$ cat src/rtl/adder_pkg.sv
// Shared types and constants for the bit-serial adder.
// Imported by the controller and its bench.
package adder_pkg;

  typedef enum logic [1:0] {
    ST_IDLE = 2'd0,
    ST_ADD  = 2'd1,
    ST_DONE = 2'd2
  } state_t;

  localparam int SERIAL_ADDER_WIDTH_DEFAULT = 8;

endpackage

$ cat src/rtl/g_fulladder.sv
// Gate-level one-bit full adder.
// Generate/propagate form built from primitives.
module g_fulladder (
  input  wire a,
  input  wire b,
  input  wire cin,
  output wire sum,
  output wire cout
);

  wire p;
  wire g;
  wire t;

  xor x_p (p, a, b);
  xor x_s (sum, p, cin);
  and a_g (g, a, b);
  and a_t (t, p, cin);
  or  o_c (cout, g, t);

endmodule

$ cat src/rtl/serial_adder_ctrl.sv
// Bit-serial adder: one full adder stepped over WIDTH bits,
// LSB first, with latched operands and a done pulse.
module serial_adder_ctrl
  import adder_pkg::*;
#(
  parameter int WIDTH = SERIAL_ADDER_WIDTH_DEFAULT
) (
  input  logic             clk,
  input  logic             rst_n,
  input  logic             start,
  input  logic [WIDTH-1:0] a,
  input  logic [WIDTH-1:0] b,
  input  logic             cin,
  output logic             busy,
  output logic             done,
  output logic [WIDTH-1:0] sum,
  output logic             cout,
  output logic             ovf
);

  localparam int CW = $clog2(WIDTH);
  localparam logic [CW-1:0] CNT_MSB  = CW'(WIDTH - 2);
  localparam logic [CW-1:0] CNT_LAST = CW'(WIDTH - 1);

  state_t state;
  state_t state_nx;

  logic [WIDTH-1:0] a_sh;
  logic [WIDTH-1:0] b_sh;
  // Holds the low WIDTH-1 result bits; bit 1 ends up as sum[0].
  logic [WIDTH-1:1] s_sh;
  logic [WIDTH-1:0] s_nx;
  logic [CW-1:0]    cnt;
  logic             carry;
  logic             cmsb;
  logic             fa_sum;
  logic             fa_cout;
  logic             load;
  logic             last;

  g_fulladder u_fa (
    .a    (a_sh[0]),
    .b    (b_sh[0]),
    .cin  (carry),
    .sum  (fa_sum),
    .cout (fa_cout)
  );

  assign s_nx = {fa_sum, s_sh};
  assign load = start && (state != ST_ADD);
  assign last = (state == ST_ADD) && (cnt == CNT_LAST);

  always_ff @(posedge clk) begin
    if (!rst_n) state <= ST_IDLE;
    else        state <= state_nx;
  end

  always_comb begin
    state_nx = state;
    busy     = 1'b0;
    done     = 1'b0;
    unique case (state)
      ST_IDLE: begin
        if (start) state_nx = ST_ADD;
      end
      ST_ADD: begin
        busy = 1'b1;
        if (cnt == CNT_LAST) state_nx = ST_DONE;
      end
      ST_DONE: begin
        done     = 1'b1;
        state_nx = start ? ST_ADD : ST_IDLE;
      end
      default: state_nx = ST_IDLE;
    endcase
  end

  always_ff @(posedge clk) begin
    if (!rst_n) begin
      a_sh  <= '0;
      b_sh  <= '0;
      s_sh  <= '0;
      cnt   <= '0;
      carry <= 1'b0;
      cmsb  <= 1'b0;
      sum   <= '0;
      cout  <= 1'b0;
      ovf   <= 1'b0;
    end else if (load) begin
      a_sh  <= a;
      b_sh  <= b;
      s_sh  <= '0;
      cnt   <= '0;
      carry <= cin;
      cmsb  <= 1'b0;
    end else if (state == ST_ADD) begin
      a_sh  <= a_sh >> 1;
      b_sh  <= b_sh >> 1;
      s_sh  <= s_nx[WIDTH-1:1];
      carry <= fa_cout;
      cnt   <= last ? '0 : cnt + CW'(1);
      if (cnt == CNT_MSB) cmsb <= fa_cout;
      if (last) begin
        sum  <= s_nx;
        cout <= fa_cout;
        ovf  <= cmsb ^ fa_cout;
      end
    end
  end

endmodule

$ cat config.mk
export PLATFORM = sky130hd
export DESIGN_NAME = serial_adder_ctrl
export DESIGN_NICKNAME = d
export VERILOG_FILES = /design/src/rtl/adder_pkg.sv /design/src/rtl/g_fulladder.sv /design/src/rtl/serial_adder_ctrl.sv
export SDC_FILE = /design/constraint.sdc
export NUM_CORES = 1
export LEC_CHECK = 0
export BUFFER_PORTS_ARGS = -buffer_cell sky130_fd_sc_hd__buf_4
export CORE_MARGIN = 2
export CORE_UTILIZATION = 44
export CTS_BUF_LIST = sky130_fd_sc_hd__clkbuf_8
export CTS_CLUSTER_DIAMETER = 40
export DETAILED_ROUTE_END_ITERATION = 16
export PLACE_DENSITY_LB_ADDON = 0.2
export SKIP_CTS_REPAIR_TIMING = 1
export SYNTH_ARGS = -nofsm -noshare
export SYNTH_HDL_FRONTEND = slang
export SYNTH_SLANG_ARGS = --single-unit
$ cat constraint.sdc
create_clock -name clk -period 1.6 [get_ports clk]
set_input_delay 0.24 -clock clk [delete_from_list [all_inputs] [get_ports clk]]
set_output_delay 0.24 -clock clk [all_outputs]
set_load 0.05 [all_outputs]
==> metrics.yaml <==
finalPower_uw: 1920
slowest_delay_ns: 0.33
io_buffers: 31
tightest_slew_ns: 0.294
syn2layout_area_growth_pct: 20.8
drc: 0
cp-startpoint: "state[1]"
p_sw_frac: 0.244
post_drt_via_cell_ratio: 5.07
ios: 32
p_switching_uw: 469
critPathCapture: "busy"
stdcell_area_um2: 2050
syn_inst: 182
cts_max_level: 2
nFillCells: 347
rrSetupSlack_ns: 0.15
cts_sinks: 40
power_leakage_uw: 0.00100
final.min_clock_period_ns: 1.47
grt_pass1_wl_mm: 5.33
grt_usage: 0.166
placed_cell_area_um2: 1950
path_depth: 3
hold_path_class: "in -> reg"
hold_viol: 0
cp-end-kind: "output pin"
slew_violations: 0
synth_area_leaders: "dfxtp_1, nand2_1, mux2i_1"
clk_path_buf_depth: 2
die_area_um2: 4360
setup-violations-final: 0
final_antenna_net_count: 0
r2r_cells: 5
final_cell_mix: "nand2_1, dfxtp_1, buf_4, mux2i_1, o211a_1"
clock_insertion_delay_worst_skew_ns: 0.29
finalSetupTns_ns: 0
die_x_um: 66.0
synth_area_um2: 1690
critPathKind: "reg -> out"
fin_cells: 260
timing.final.crit_share: 0.919
dp_cells: 251
coreArea_um2: 3690
root_buffer: "clkbuf_8"
startpoint_type: "register"
synth_top_area_frac: 0.473
slowest_stage: "dfxtp_1"
num_antenna_cells: 0
path_cells: "nand2b_1, inv_4, buf_4"
clock_power_share: 0.318
peakVddDrop_v: 0.000515
yosys.area.top_type: "dfxtp_1"
comb_power_share: 0.125
clock.fmax_mhz: 680
layout-drive-gt1-share: 0.208
r2r_start: "cnt[0]"
outcome: "finished, final reports clean"
cts_inserted_buffers: 5
syn_avg_cell_area_um2: 9.30
worst_ep_arrival_time_ns: 1.23
clk_pin_slew_ns: 0.07
cp.required_ns: 1.36
finClkSkew_ns: 0.00396
tritoncts: "done"
seqPwrFrac: 0.557
cp_num_buf_inv: 2
via_count: 1319
nets: 236
yosysSeqAreaShare: 0.473
std_cell_rows: 22
synth-seq-cells: 40
yosys_warnings: 0
p_int_uw: 1450
drt_iter0_drc: 60
reg2reg_to: "ovf"
finalWeightedCongestion: 0.757
grt_max_degree: 41
synth.distinct_cells: 25
totalWireLength_mm: 3.17
dp_hpwl_mm: 2.27
final_common_cell: "nand2_1"
crit_family: "buffers and inverters"
rsz0062_at_grt: "false"
grt_pass1_vias: 1251
grt_overflow: 0
maxSlewHeadroom: 0.804
syn-num-nets: 206
initial_core_util: 0.459
antenna_found_initial: 0
drtPass1Iterations: 4
cap_violations: 0
wl_per_cell_um: 12.2
p_per_area_nw_per_um2: 938
cp_max_fo: 11
die_h_um: 66.0
[logic make-up after synthesis]
group | count (synthesis) | synth area share
compound gates | 39 | 0.177
flops | 40 | 0.473
fa+ha+maj | 4 | 0.0340
mux | 17 | 0.101
buf+inv | 16 | 0.0488
xor+xnor | 1 | 0.00517
simple gates | 65 | 0.162
[per-stage QoR]
stage / setup slack (ns) / hold slack [ns] / utilization
floorplan: 0.235 / 0.387 / -
global placement: 0.157 / 0.450 / 0.528
detailed placement: 0.0210 / 0.459 / 0.528
CTS: 0.00600 / 0.178 / 0.550
global route: 0.0111 / 0.189 / 0.555
finish: 0.129 / 0.188 / 0.555
[cell type report]
class	instances	area, um2	area share
well taps	48	60.1	0.0294
multi-input cells	126	811	0.396
clock buffers	5	68.8	0.0336
flip-flops and latches	40	801	0.391
clock inverters	2	8.76	0.00428
repair buffers	36	283	0.138
inverters	3	13.8	0.00673
[registers in the layout (all words and copies together) (netlist names)]
| register | flops |
|---|---|
| a_sh | 8 |
| b_sh | 8 |
| sum | 8 |
| s_sh | 7 |
| cnt | 3 |
| state | 2 |
| carry | 1 |
| cmsb | 1 |
| cout | 1 |
| ovf | 1 |
[worst min-delay path: stages]
cell and delay [ns]:
buf_4 0.08, mux2i_1 0.06, nor2_1 0.07
[per-layer routing]
layer | track usage | share of wire | up-vias
met5 | 0 | 0 | -
met4 | 0.0612 | 0.014 | 0
met3 | 0.0647 | 0.052 | 5
met2 | 0.327 | 0.53 | 26
met1 | 0.149 | 0.40 | 612
li1 | - | - | 676
[worst min path at each step]
stage / startpoint / endpoint / slack (ns) / depth (start not counted)
5_1_grt: a[7] / a_sh[7] / 0.19 / 3
3_5_place_dp: sum[0] / sum[0] / 0.46 / 2
3_3_place_gp: s_sh[1] / s_sh[1] / 0.45 / 2
6_report: a[7] / a_sh[7] / 0.19 / 3
4_1_cts: a[7] / a_sh[7] / 0.18 / 3
2_1_floorplan: a[7] / a_sh[7] / 0.39 / 2
[cell usage after synthesis]
library cell and n:
and2_1 2, nor2_1 2, ha_1 3, inv_1 2, o211a_1 16, buf_4 3
a21oi_1 11, or3_1 2, nand2b_1 1, dfxtp_1 40, and3b_1 1, mux2i_1 17
nand4_1 1, a21boi_0 9, o21ai_1 1, xnor2_1 1, nand3b_1 2, fa_1 1
o22ai_1 1, nor2b_1 1, nand2_1 53, buf_2 9, o21ai_0 1, inv_2 1
clkbuf_1 1
[power by group through the flow]
| stage | combinational (uW) | sequential [uW] | clock [uW] |
|---|---|---|---|
| after floorplan | 172 | 1080 | 0 |
| after global placement | 229 | 1090 | 0 |
| after detailed placement | 240 | 1090 | 0 |
| after CTS | 241 | 1070 | 637 |
| after global routing | 266 | 1070 | 683 |
| final | 239 | 1070 | 610 |
Note: power is estimated with default switching activity, not from simulation.
